File: src/rtl/change_dispenser.sv
// Coin-by-coin change payout through a two-chute ejector (500 and 100 chutes).
// Largest coin first, per-coin drop confirmation, sticky fault when payment cannot complete.
module change_dispenser #(
  parameter int PULSE_CYCLES   = 4,
  parameter int GAP_CYCLES     = 4,
  parameter int ACK_TIMEOUT    = 16,
  parameter int STOCK_500_INIT = 3,
  parameter int STOCK_100_INIT = 10
) (
  input  logic       clock,
  input  logic       reset,
  input  logic       start,
  input  logic [3:0] amount,
  input  logic       eject_ack,
  output logic       eject_500,
  output logic       eject_100,
  output logic       busy,
  output logic       done,
  output logic       fault,
  output logic [3:0] remaining,
  output logic [3:0] stock_500,
  output logic [4:0] stock_100
);

  localparam int TMR_MAX = (PULSE_CYCLES > GAP_CYCLES)
                         ? ((PULSE_CYCLES > ACK_TIMEOUT) ? PULSE_CYCLES : ACK_TIMEOUT)
                         : ((GAP_CYCLES > ACK_TIMEOUT) ? GAP_CYCLES : ACK_TIMEOUT);
  localparam int TMR_W = $clog2(TMR_MAX + 1);

  localparam logic [TMR_W-1:0] PULSE_LAST = TMR_W'(PULSE_CYCLES - 1);
  localparam logic [TMR_W-1:0] GAP_LAST   = TMR_W'(GAP_CYCLES - 1);
  localparam logic [TMR_W-1:0] ACK_LAST   = TMR_W'(ACK_TIMEOUT - 1);

  typedef enum logic [2:0] {
    S_IDLE, S_CHOOSE, S_PULSE500, S_PULSE100, S_WAIT_ACK, S_GAP, S_FINISH, S_FAULT
  } state_t;

  state_t           r_state;
  logic [TMR_W-1:0] r_timer;
  logic             r_ack_seen;
  logic             r_is500;
  logic             r_ej500;
  logic             r_ej100;
  logic             r_busy;
  logic             r_done;
  logic             r_fault;
  logic [3:0]       r_remaining;
  logic [3:0]       r_stock_500;
  logic [4:0]       r_stock_100;

  always_ff @(posedge clock) begin
    if (reset) begin
      r_state     <= S_IDLE;
      r_timer     <= '0;
      r_ack_seen  <= 1'b0;
      r_is500     <= 1'b0;
      r_ej500     <= 1'b0;
      r_ej100     <= 1'b0;
      r_busy      <= 1'b0;
      r_done      <= 1'b0;
      r_fault     <= 1'b0;
      r_remaining <= '0;
      r_stock_500 <= 4'(STOCK_500_INIT);
      r_stock_100 <= 5'(STOCK_100_INIT);
    end else begin
      r_done <= 1'b0;
      case (r_state)
        S_IDLE: begin
          if (start) begin
            if (amount != 4'd0) begin
              r_remaining <= amount;
              r_busy      <= 1'b1;
              r_state     <= S_CHOOSE;
            end else begin
              r_done <= 1'b1;
            end
          end
        end
        S_CHOOSE: begin
          r_timer <= '0;
          if (r_remaining == 4'd0) begin
            r_done  <= 1'b1;
            r_state <= S_FINISH;
          end else if (r_remaining >= 4'd5 && r_stock_500 != 4'd0) begin
            r_is500 <= 1'b1;
            r_ej500 <= 1'b1;
            r_state <= S_PULSE500;
          end else if (r_stock_100 != 5'd0) begin
            r_is500 <= 1'b0;
            r_ej100 <= 1'b1;
            r_state <= S_PULSE100;
          end else begin
            r_fault <= 1'b1;
            r_busy  <= 1'b0;
            r_state <= S_FAULT;
          end
        end
        S_PULSE500, S_PULSE100: begin
          if (eject_ack) r_ack_seen <= 1'b1;
          if (r_timer == PULSE_LAST) begin
            r_timer <= '0;
            r_ej500 <= 1'b0;
            r_ej100 <= 1'b0;
            r_state <= S_WAIT_ACK;
          end else begin
            r_timer <= r_timer + TMR_W'(1);
          end
        end
        // An ack seen during the pulse, or arriving now, confirms the coin immediately.
        S_WAIT_ACK: begin
          if (r_ack_seen || eject_ack) begin
            r_ack_seen <= 1'b0;
            r_timer    <= '0;
            r_state    <= S_GAP;
            if (r_is500) begin
              r_remaining <= r_remaining - 4'd5;
              r_stock_500 <= r_stock_500 - 4'd1;
            end else begin
              r_remaining <= r_remaining - 4'd1;
              r_stock_100 <= r_stock_100 - 5'd1;
            end
          end else if (r_timer == ACK_LAST) begin
            r_fault <= 1'b1;
            r_busy  <= 1'b0;
            r_state <= S_FAULT;
          end else begin
            r_timer <= r_timer + TMR_W'(1);
          end
        end
        S_GAP: begin
          if (r_timer == GAP_LAST) begin
            r_timer <= '0;
            r_state <= S_CHOOSE;
          end else begin
            r_timer <= r_timer + TMR_W'(1);
          end
        end
        S_FINISH: begin
          r_busy  <= 1'b0;
          r_state <= S_IDLE;
        end
        S_FAULT: begin
          r_state <= S_FAULT;
        end
        default: r_state <= S_IDLE;
      endcase
    end
  end

  assign eject_500 = r_ej500;
  assign eject_100 = r_ej100;
  assign busy      = r_busy;
  assign done      = r_done;
  assign fault     = r_fault;
  assign remaining = r_remaining;
  assign stock_500 = r_stock_500;
  assign stock_100 = r_stock_100;

endmodule

File: config.mk
export PLATFORM = sky130hd
export DESIGN_NAME = change_dispenser
export DESIGN_NICKNAME = d
export VERILOG_FILES = /design/src/rtl/change_dispenser.sv
export SDC_FILE = /design/constraint.sdc
export NUM_CORES = 1
export LEC_CHECK = 0
export CAP_MARGIN = 20
export CORE_MARGIN = 3
export CORE_UTILIZATION = 59
export CTS_BUF_LIST = sky130_fd_sc_hd__clkbuf_4 sky130_fd_sc_hd__clkbuf_8
export DETAILED_ROUTE_END_ITERATION = 8
export PLACE_DENSITY = 0.95
export SYNTH_ARGS = -nofsm -noshare
export SYNTH_HDL_FRONTEND = slang
export SYNTH_SLANG_ARGS = --single-unit
export TNS_END_PERCENT = 50
File: constraint.sdc
create_clock -name clock -period 5.7 [get_ports clock]
set_input_delay 0.855 -clock clock [delete_from_list [all_inputs] [get_ports clock]]
set_output_delay 0.855 -clock clock [all_outputs]
set_load 0.05 [all_outputs]
-- After elaboration in Yosys (flattened, before gate mapping)
Index checks and enable logic that the tools add are counted.
- bits of input ports: 8
- logic and storage cells: 121
- output and inout bits: 18
- register bits: 28
- multiplexer cells: 50
- bitwise logic cells: 2
- equality and inequality tests: 24
- add/subtract/negate cells: 5
- reduce and logical (&&, ||, !) cells: 27
- magnitude comparators: 1
- operators with widths (kind ; count):
    two-way mux 3 bit ; 9
    != test 2 bit (second input constant) ; 13
    two-way mux 1 bit ; 25
    case mux 3 bit (7 select lines) ; 1
    two-way mux 4 bit ; 4
    two-way mux 5 bit ; 3
    case mux 5 bit (3 select lines) ; 1
    equality test 3 bit (second input constant) ; 4
    AND reduction 3 bit ; 4
    nonzero test 4 bit ; 3
    case mux 1 bit (2 select lines) ; 5
    AND reduction 5 bit ; 2
    nonzero test 2 bit ; 5
    case mux 4 bit (2 select lines) ; 1
    AND reduction 4 bit ; 2
    AND reduction 8 bit ; 1
    subtractor 4 x 1 -> 4 bit (second input constant) ; 2
    equality test 3 x 2 -> 1 bit (second input constant) ; 2
    != test 3 bit (second input constant) ; 2
    AND reduction 6 bit ; 1
    adder 5 x 1 -> 5 bit (second input constant) ; 1
    equality test 5 x 2 -> 1 bit (second input constant) ; 1
    equality test 5 x 4 -> 1 bit (second input constant) ; 1
    nonzero test 5 bit ; 1
    14 further kinds ; 15

-- Logic depth before layout (Yosys ltp)
Gate-level depths: netlist (run 1).
- depth after elaboration: 5
- depth in mapped cells: 8
- mapped depth without buffers: 7

-- Worst setup path before layout (run 1)
No wires, ideal clock.
- path type: input to register
- from: input amount[0]
- to: register r_remaining[0] (netlist: remaining[0])
- slack: 3.547 ns
- path buffers: 1
- arrival: 2.034 ns
- stages: 6
- data required time: 5.581 ns
- setup time: 0.119 ns
- cells stage by stage: o41ai_1 or4_1 nor2b_1 buf_2 nor2_1 o221a_2
- longest elaborated chain between the ends: 3
- elaborated cells between the ends (all ways): 6
- those cells by class: eq/ne: 1; mux: 3; reduce/logical: 2
- ends and longest elaborated chain (item ; RTL line ; source):
    from (decl) ; 13 ; input logic [3:0] amount,
    nonzero test 4 bit / two-way mux 4 bit (equally long branches) ; 70 ; if (amount != 4'd0) begin
    != test 2 bit (no source line) / two-way mux 4 bit (equally long branches) ; -- ;
    AND reduction 4 bit (no source line) / case mux 4 bit (2 select lines) (equally long branches) ; -- ;
    to (signal assigned) ; 71 ; r_remaining <= amount;
    to (signal assigned) ; 116 ; r_remaining <= r_remaining - 4'd5;
    to (signal assigned) ; 119 ; r_remaining <= r_remaining - 4'd1;
    to (decl) ; 47 ; logic [3:0] r_remaining;
Parallel ways exist; a longest one is shown, timed or not. The select of a mux whose other input is x is not followed.
A chain may end at the register's enable or synchronous reset.

-- Worst setup path after layout (run 1)
- from: input amount[0]
- to: register r_remaining[2] (netlist: remaining[2])
- longest elaborated chain between the ends: 3
- ends and longest elaborated chain (item ; RTL line):
    nonzero test 4 bit ; 70
    != test 2 bit (no source line) ; --
    AND reduction 4 bit (no source line) ; --
Every way passes these cells.

==> metrics.md, run 1 <==
| Metric | Value |
|---|---|
| Status | complete, no violations |
| PortBufs | 25 |
| Final WS setup | between 3000 and 4000 ps |
| Register area | roughly 560 um^2 |
| Syn avg cell area | just over 8 um^2 |
| # rows | 18 |
| Critical Path AT | around 2900 ps |
| Largest net degree at the start of global routing | 21 |
| PostCTS Resize Cnt | 0 |
| Final wirelength | 3950 um |
| Ys async rst share | 0% |
| Max Cap Viol | 0 |
| Multi-input logic area | ~1000 um^2 |
| Root buffer cell | clkbuf_4 |
| Total CTS buffers | 3 |
| Maximum buffer depth of the clock tree | 2 |
| Synthesized instance count | just under 200 |
| Filler cell count | roughly 190 |
| Worst IR Drop VDD | around 0.00042 V |
| CTS H-Tree Depth | 1 |
| RSZ-0062 raised after global routing | no |
| CTS tree | built |
| Clock-pin slew on the worst setup and hold paths | roughly 160 ps |
| Vias | 1605 |
| Setup TNS | 0 ps |
| DR vias/cell | approximately 6.5 |
| Post-synth EDFFs | 0 |
| Worst-path fanout max | 8 |
| Worst setup EP type | flip-flop |
| Slew @ Worst Pin | slightly below 800 ps |
| Routed len/inst | about 16 um |
| Area grow syn2layout | 17.1% |
| Max Freq | 376 MHz |
| Worst hold path class | flip-flop to flip-flop |
| WHS Path Cells | 1 |
| Cell count of the worst reg-to-reg path | 7 |
| Pre-CTS WS | 2730 ps |
| Tot GR Track Use | a little under a quarter |
| Layout cell share with drive strength beyond 1 | under 10% |
| Number of global-route vias before repair | roughly 1500 |
| Slew HR | 47.0% |
| Hpwl dp | ~2900 um |
| P_leak | between 0.0007 and 0.0008 uW |
| First-pass GRT wire length | 6460 um |
| Yosys reg bits | 28 |
| DRC Markers | 0 |
| Net count after synthesis | roughly 210 |
| Commonest non-fill, non-tap cell in the layout | dfxtp_1 |
| Die X | about 59 um |
| Post-DP Area | 0.00188 mm^2 |
| Top FF cell, synth | dfxtp_1 |
| Die Height | 58.9 um |
| Clock Sinks | 28 |
| Final instance area | ~0.0019 mm^2 |
| # hold bufs at CTS | 0 |
| Clock Latency Late Sink | ~340 ps |
| Final setup fails | 0 |
| Initial DRC count | a little under 90 |
| Starting Density | between 60% and 70% |
| YS warnings | 0 |
| Final Skew | 10.5 ps |
| Drt pass-1 iters | 6 |
| Io pins | 26 |
| Die Area | 0.00347 mm^2 |
| Post-Syn Area | 0.00165 mm^2 |
| Power Dens Cells | roughly 470 mW/mm^2 |
| Final Hold Viols | 0 |
| Period utilization | between 40% and 50% |
| CP Launch Type | primary input |
| Yosys cell types | 50 |
| Min Clock Period, post-route | 2660 ps |
| CP required | just under 6000 ps |
| RePlAce Congestion | 0.907 |
| Commonest cells after routing, fill and taps aside | dfxtp_1 (28), clkdlybuf4s50_1 (25), nand2_1 (17) |
| Nets | about 230 |
| Sequential-to-total area share from yosys stat | roughly a third |
| Total grt overflow | 0 |
| Slew Limit Fails | 0 |
| CP Class | primary input to flip-flop |
| Antenna diodes | 0 |
| Cell count after placement | 243 |
| CORE AREA | roughly 0.0026 mm^2 |
| Final Non-Filler Cells | between 200 and 250 |
| Final ANT Viol Nets | 0 |
| Setup repair bufs after CTS | 0 |
| Initial antenna violation count | 0 |
-- metal layers --
layer | track usage (%) | share of wire [%] | vias to the layer above
met4 | 8.09 | 2.5 | 0
li1 | - | - | 757
met2 | 40.1 | 48 | 88
met3 | 4.61 | 8.8 | 14
met1 | 29.7 | 41 | 746
met5 | 0 | 0 | -
-- Yosys cell counts, drive strengths merged, types with 2 or more instances --
library cell | count | area share, %
a22o | 2 | 1.1
ha | 7 | 5.3
a211o | 3 | 1.6
a221oi | 3 | 1.6
nor4 | 5 | 2.8
and3 | 3 | 1.1
nor3b | 5 | 2.6
dfxtp | 28 | 34
or3 | 2 | 1.1
nand2 | 17 | 3.9
nor3 | 6 | 2.1
or4b | 2 | 1.2
a31oi | 2 | 0.76
clkbuf | 7 | 1.6
a21oi | 14 | 4.2
nand3 | 9 | 2.7
xnor2 | 6 | 3.2
or2 | 3 | 1.1
buf | 4 | 2.0
o21ai | 6 | 1.8
xor2 | 3 | 1.6
nor2b | 7 | 2.7
nor2 | 17 | 4.5
o21a | 3 | 1.4
a211oi | 6 | 2.7
o211ai | 2 | 0.91
inv | 12 | 2.7
-- path summary, 6_finish.rpt --
path / from / to / slack, ps
min reg2reg: eject_100 / eject_100 / 490
min: eject_100 / eject_100 / 490
max reg2reg: r_timer[0] / r_timer[3] / 3340
max: amount[0] / remaining[2] / 3040
-- worst max-delay path: stages --
cell	delay, ps
clkdlybuf4s50_1	460
o41ai_1	570
or4_1	200
nor2b_1	420
a21oi_1	80
a221oi_1	310
-- power breakdown --
| part | total [uW] | leakage, uW | switching (uW) | internal (uW) |
|---|---|---|---|---|
| combinational | 460 | 0.000479 | 278 | 182 |
| sequential | 312 | 0.000228 | 74.7 | 237 |
| clock | 133 | 0.0000279 | 61.4 | 71.2 |
-- registers in the layout, indices dropped and copies added (netlist names) --
register and cells:
r_state 3, stock_100 5, stock_500 4, r_ack_seen 1
eject_500 1, busy 1, r_timer 5, fault 1
eject_100 1, remaining 4, done 1, r_is500 1
-- metrics by stage --
stage,hold WS (ps),power (uW),utilization (%)
floorplan,469,661,-
detailed placement,459,765,73.1
CTS,496,900,75.2
global route,551,958,75.2
global placement,447,744,73.1
finish,490,904,75.2
-- kinds of logic (layout without fill, tap and decap cells) --
logic type	count (synthesis)	count (layout)	share of synthesized area (%)
AOI/OAI and AO/OA	50	50	20.9
xor gates and xnor gates	9	9	4.78
adders and majority gates	7	7	5.31
buffers and inverters	23	41	6.30
DFF	28	28	34.0
muxes	1	1	0.683
and+or+nand+nor	81	81	28.0
-- cell type report --
| type | instances | area share, % |
|---|---|---|
| Clock buffer | 3 | 1.17 |
| Sequential cell | 28 | 29.0 |
| Tap cell | 30 | 1.94 |
| Inverter | 12 | 2.33 |
| Clock inverter | 1 | 1.56 |
| Multi-Input combinational cell | 148 | 51.0 |
| Timing Repair Buffer | 25 | 13.0 |
(Power assumes the default switching activity.)
==> inputs of run 2 (changes only) <==
--- a/config.mk
+++ b/config.mk
@@ -7,10 +7,10 @@
 export LEC_CHECK = 0
 export CAP_MARGIN = 20
 export CORE_MARGIN = 3
-export CORE_UTILIZATION = 59
+export CORE_UTILIZATION = 50
 export CTS_BUF_LIST = sky130_fd_sc_hd__clkbuf_4 sky130_fd_sc_hd__clkbuf_8
 export DETAILED_ROUTE_END_ITERATION = 8
-export PLACE_DENSITY = 0.95
+export PLACE_DENSITY = 0.88
 export SYNTH_ARGS = -nofsm -noshare
 export SYNTH_HDL_FRONTEND = slang
 export SYNTH_SLANG_ARGS = --single-unit
==> constraint.sdc (replaced) <==
create_clock -name clock -period 2.4 [get_ports clock]
set_input_delay 0.36 -clock clock [delete_from_list [all_inputs] [get_ports clock]]
set_output_delay 0.36 -clock clock [all_outputs]
set_load 0.05 [all_outputs]
==> metrics.md, run 2 (synthesis results as in run 1) <==
| Metric | Value |
|---|---|
| CP Class | flip-flop to flip-flop |
| Die Area | 0.00402 mm^2 (+16%) |
| Commonest non-fill, non-tap cell in the layout | dfxtp_1 |
| Filler cell count | 284 (+46%) |
| Maximum buffer depth of the clock tree | 2 (unchanged) |
| Critical Path AT | 2410 ps (-480 ps) |
| Register area | 561 um^2 (unchanged) |
| Tot GR Track Use | 20.0% (-3.6 points) |
| PostCTS Resize Cnt | 0 (unchanged) |
| Cell count of the worst reg-to-reg path | 7 (unchanged) |
| Nets | 243 (+4.3%) |
| Setup repair bufs after CTS | 0 (unchanged) |
| Setup TNS | 0 ps (unchanged) |
| CORE AREA | 0.00310 mm^2 (+21%) |
| Slew HR | 63.8% (+17 points) |
| CP Cell Sequence | inv_1 -> ha_1 -> or4b_1 -> nor2_1 -> o21ai_1 -> a211oi_1 -> mux2_2 |
| PortBufs | 25 (unchanged) |
| Antenna diodes | 0 (unchanged) |
| # hold bufs at CTS | 0 (unchanged) |
| Starting Density | 53.1% (-11 points) |
| Final wirelength | 3790 um (-4.2%) |
| Clock Sinks | 28 (unchanged) |
| Largest net degree at the start of global routing | 20 (-4.8%) |
| P_int | 1170 uW (+140%) |
| Drt pass-1 iters | 4 (-2) |
| WP depth | 7 (+1) |
| Clock power frac | 10.9% (-3.8 points) |
| Root buffer cell | clkbuf_4 |
| Delay of the slowest critical-path stage | 490 ps (-80 ps) |
| Initial antenna violation count | 0 (unchanged) |
| CP top delay family | simple AND/OR/NAND/NOR gates |
| CTS H-Tree Depth | 1 (unchanged) |
| Final core utilization | 64.7% (-11 points) |
| Net load switching power | 977 uW (+140%) |
| Final setup fails | 0 (unchanged) |
| Power Dens Cells | 1070 mW/mm^2 (+130%) |
| Slowest-stage cell, CP | or4b_1 |
| Die Height | 63.4 um (+7.7%) |
| Status | complete, no violations |
| Commonest cells after routing, fill and taps aside | dfxtp_1 (28), clkdlybuf4s50_1 (25), nand2_1 (17) |
| Io pins | 26 (unchanged) |
| Period utilization | 90.4% |
| Switching fraction of total power | 45.5% (-0.25 points) |
| Clock-pin slew on the worst setup and hold paths | 150 ps (about the same) |
| Worst IR Drop VDD | 0.000570 V (+34%) |
| Hpwl dp | 2820 um (-1.9%) |
| WHS Path Cells | 1 (unchanged) |
| RePlAce Congestion | 0.812 (-10%) |
| Final Hold Viols | 0 (unchanged) |
| Seq pwr share | 31.8% (-2.7 points) |
| Slew @ Worst Pin | 538 ps (-252 ps) |
| DR vias/cell | 5.75 (-12%) |
| Number of global-route vias before repair | 1471 (-0.20%) |
| Layout cell share with drive strength beyond 1 | 11.5% (+4.1 points) |
| Multi-input logic area | 985 um^2 (unchanged) |
| Max Freq | 461 MHz |
| Power after layout | 2150 uW (+140%) |
| Min Clock Period, post-route | approximately 2200 ps |
| Worst hold path class | flip-flop to flip-flop |
| P_leak | 0.000778 uW (+5.9%) |
| Final Skew | 1.26 ps (-9.25 ps) |
| Die X | 63.4 um (+7.7%) |
| Routed len/inst | 14.0 um (-13%) |
| Max Cap Viol | 0 (unchanged) |
| Clock Latency Late Sink | 330 ps (about the same) |
| Crit path buf inv count | 1 (unchanged) |
| Final ANT Viol Nets | 0 (unchanged) |
| Fin Hold WS | 485 ps (-4.80 ps) |
| Combinational Power Share | 57.3% (+6.4 points) |
| Total CTS buffers | 3 (unchanged) |
| Worst setup EP type | flip-flop |
| Total grt overflow | 0 (unchanged) |
| Worst-path fanout max | 4 (-4) |
| # rows | 20 (+2) |
| CP required | 2640 ps (-3290 ps) |
| Initial DRC count | 142 (+63%) |
| CTS tree | built |
| First-pass GRT wire length | 6580 um (+1.9%) |
| DRC Markers | 0 (unchanged) |
| RSZ-0062 raised after global routing | no |
| Vias | 1558 (-2.9%) |
| Area grow syn2layout | 21.7% |
| Slew Limit Fails | 0 (unchanged) |
| CP Launch Type | flip-flop |
run 2: changes by cell type in the layout (fill, tap and decap cells not counted), sizes merged:
cell / change
bufinv: -1
buf: +10
clkbuf: +1
run 2: final timing paths:
check	startpoint	endpoint	slack, ps
hold reg to reg	eject_100	eject_100	490
hold / removal	eject_100	eject_100	490
setup reg to reg	stock_100[0]	busy	230
setup / recovery	stock_100[0]	busy	230
run 2: worst reg2reg max path, stage by stage (launching register included):
cell      delay [ps]
dfxtp_1          400
inv_1            100
ha_1             150
or4b_1           490
nor2_1           130
o21ai_1          130
a211oi_1         320
mux2_2           370
run 2: area by class of cell:
class                           count  area share (%)
Clock buffer                        4            1.81
Inverter                           12            2.24
Multi-Input combinational cell    148            49.1
Sequential cell                    28            27.9
Tap cell                           44            2.74
Timing Repair Buffer               35            16.2
run 2: metal layers:
metal | part of all wire [%] | global-route usage [%] | wire, um | up-vias
met1 | 46 | 26.4 | 1730 | 724
met3 | 5.8 | 2.85 | 218 | 7
li1 | - | - | - | 773
met4 | 1.2 | 4.85 | 47 | 0
met5 | 0 | 0 | 0 | -
met2 | 47 | 34.0 | 1790 | 54
run 2: power groups by stage:
stage                     Sequential, uW  Clock [uW]  Combinational [uW]
after floorplan                      849           0                 722
after global placement               688           0                1200
after detailed placement             692           0                1210
after CTS                            682         237                1220
after global routing                 704         260                1340
final                                683         233                1230
run 2: stage by stage:
| step | cells | area, um^2 | setup slack [ps] |
|---|---|---|---|
| 6_report | 271 | 2010 | 229 |
| 5_1_grt | 271 | 2010 | 122 |
| 4_1_cts | 271 | 2010 | 234 |
| 3_5_place_dp | 267 | 1970 | 38.5 |
| 3_3_place_gp | 267 | 1970 | 92.9 |
| 2_1_floorplan | 199 | 1650 | 267 |
==> inputs of run 3 (changes only) <==
--- a/config.mk
+++ b/config.mk
@@ -11,6 +11,7 @@
 export CTS_BUF_LIST = sky130_fd_sc_hd__clkbuf_4 sky130_fd_sc_hd__clkbuf_8
 export DETAILED_ROUTE_END_ITERATION = 8
 export PLACE_DENSITY = 0.88
+export SLEW_MARGIN = 25
 export SYNTH_ARGS = -nofsm -noshare
 export SYNTH_HDL_FRONTEND = slang
 export SYNTH_SLANG_ARGS = --single-unit
==> constraint.sdc (replaced) <==
create_clock -name clock -period 1.8 [get_ports clock]
set_input_delay 0.27 -clock clock [delete_from_list [all_inputs] [get_ports clock]]
set_output_delay 0.27 -clock clock [all_outputs]
set_load 0.05 [all_outputs]
==> metrics.md, run 3 (synthesis results as in run 1) <==
| Metric | Value |
|---|---|
| Status | complete, but fails checks |
| Failing checks | setup timing |
| Antenna diodes | 0 (unchanged) |
| Commonest cells after routing, fill and taps aside | buf_4 (53), dfxtp_1 (18), nand2_1 (16) |
| DR vias/cell | 5.72 (-0.54%) |
| Commonest non-fill, non-tap cell in the layout | buf_4 |
| WHS Path Cells | 2 (+1) |
| Setup TNS | -66.2 ps (-66.2 ps) |
| Worst setup EP type | flip-flop |
| Io pins | 26 (unchanged) |
| Layout cell share with drive strength beyond 1 | 38.7% (+27 points) |
| CORE AREA | 0.00310 mm^2 (unchanged) |
| Root buffer cell | clkbuf_4 |
| Fin Hold WS | 490 ps (+5.26 ps) |
| DRC Markers | 0 (unchanged) |
| HP Start | remaining[1] |
| R2R Path End | busy |
| Total grt overflow | 0 (unchanged) |
| Final Skew | 1.60 ps (+0.342 ps) |
| Cell count of the worst reg-to-reg path | 7 (unchanged) |
| P_leak | 0.00108 uW (+38%) |
| Register area | 578 um^2 (+3.1%) |
| Clock-pin slew on the worst setup and hold paths | 150 ps (about the same) |
| # rows | 20 (unchanged) |
| Hpwl dp | 3270 um (+16%) |
| RePlAce Congestion | 0.932 (+15%) |
| Multi-input logic area | 0.00112 mm^2 (+14%) |
| Starting Density | 53.1% (unchanged) |
| Final Hold Viols | 0 (unchanged) |
| Tot GR Track Use | 22.5% (+2.5 points) |
| Delay of the slowest critical-path stage | 480 ps (about the same) |
| CTS tree | built |
| Clock Latency Late Sink | 330 ps (about the same) |
| Largest net degree at the start of global routing | 17 (-15%) |
| Final WS setup | -66.2 ps (-296 ps) |
| CP Launch Type | flip-flop |
| Die Area | 0.00402 mm^2 (unchanged) |
| Worst Hold End | remaining[1] |
| Worst-path fanout max | 2 (-2) |
| CP required | 2040 ps (-600 ps) |
| Final core utilization | 77.9% (+13 points) |
| Maximum buffer depth of the clock tree | 2 (unchanged) |
| Initial DRC count | 164 (+15%) |
| Slowest-stage cell, CP | or4b_4 |
| Die X | 63.4 um (unchanged) |
| Max Cap Viol | 0 (unchanged) |
| Worst IR Drop VDD | 0.000768 V (+35%) |
| Total CTS buffers | 3 (unchanged) |
| Critical Path AT | 2110 ps (-300 ps) |
| Nets | 277 (+14%) |
| Clock Sinks | 28 (unchanged) |
| CP Cell Sequence | inv_4 -> ha_4 -> or4b_4 -> nor2_4 -> o21ai_2 -> a211oi_2 -> mux2_4 |
| Power Dens Cells | 1420 mW/mm^2 (+32%) |
| Min Clock Period, post-route | 1870 ps (-304 ps) |
| PortBufs | 25 (unchanged) |
| Slew HR | 65.6% (+1.8 points) |
| Period utilization | 104% (+13 points) |
| CP Class | flip-flop to flip-flop |
| Power after layout | 3430 uW (+59%) |
| Slew @ Worst Pin | 515 ps (-22.7 ps) |
| Max Freq | 536 MHz (+16%) |
| Worst hold path class | flip-flop to flip-flop |
| Routed len/inst | 15.8 um (+13%) |
| First-pass GRT wire length | 7510 um (+14%) |
| Number of global-route vias before repair | 1662 (+13%) |
| Vias | 1744 (+12%) |
| Slew Limit Fails | 0 (unchanged) |
| Origin of the critical flop-to-flop path | stock_100[0] |
| Final setup fails | 1 (+1) |
| Final ANT Viol Nets | 0 (unchanged) |
| RSZ-0062 raised after global routing | yes |
| Die Height | 63.4 um (unchanged) |
| Filler cell count | 214 (-25%) |
| Final wirelength | 4810 um (+27%) |
| Initial antenna violation count | 0 (unchanged) |
| CTS H-Tree Depth | 1 (unchanged) |
| Reg-to-reg slack, setup | -70 ps (-300 ps) |
| Drt pass-1 iters | 4 (unchanged) |
| Area grow syn2layout | 46.7% |
| # hold bufs at CTS | 0 (unchanged) |
run 3: changes by cell type in the layout (fill, tap and decap cells not counted), moves of 5 or more:
cell	before	now
buf_4	10	53
clkdlybuf4s50_1	25	8
dfxtp_1	28	18
dfxtp_2	0	8
dlymetal6s2s_1	0	5
run 3: power by group:
| group | switching (uW) | internal [uW] |
|---|---|---|
| Combinational | 1150 | 939 |
| Clock | 192 | 225 |
| Sequential | 157 | 763 |
| Total | 1500 | 1930 |
run 3: metal layers:
layer  GRT usage, %  vias to the layer above  wire (um)
met5              0                        -          0
met4           7.28                        0        103
met1           28.6                      837       2090
met3           3.57                        8        249
li1               -                      843          -
met2           38.6                       56       2370
run 3: worst max-delay path by stage:
| stage | start | to | slack (ps) | depth (start not counted) |
|---|---|---|---|---|
| detailed placement | amount[0] | remaining[1] | -260 | 7 |
| finish | stock_100[0] | busy | -70 | 7 |
| global route | remaining[1] | busy | -130 | 7 |
| global placement | amount[1] | remaining[1] | -230 | 7 |
| CTS | stock_100[0] | busy | -40 | 7 |
| floorplan | stock_100[0] | busy | -90 | 7 |
run 3: through the flow:
stage,worst slack [ps],instances,instance area (um^2)
2_1_floorplan,-93.0,199,1700
3_3_place_gp,-228,300,2240
3_5_place_dp,-257,300,2240
4_1_cts,-44.1,305,2340
5_1_grt,-129,305,2420
6_report,-66.2,305,2420
run 3: what timing repair did:
action,CTS,global route
buffers inserted,1,0
setup endpoints to repair,11,15
resized for setup,15,18
pin swaps,1,4
run 3: critical path, delay by kind of cell (launching register included):
family | cells | cell delay [ps]
AND/OR/NAND/NOR | 2 | 580
flip-flops | 1 | 380
adder cells (fa/ha/maj) | 1 | 120
AO/OA/AOI/OAI | 2 | 320
multiplexers | 1 | 320
buffers and inverters | 1 | 60
run 3: area by class of cell:
class                           instances  area share (%)
Sequential cell                        28            23.9
Multi-Input combinational cell        148            46.2
Inverter                               12            1.97
Timing Repair Buffer                   69            23.4
Clock buffer                            3           0.931
Clock inverter                          1            1.24
Tap cell                               44            2.28
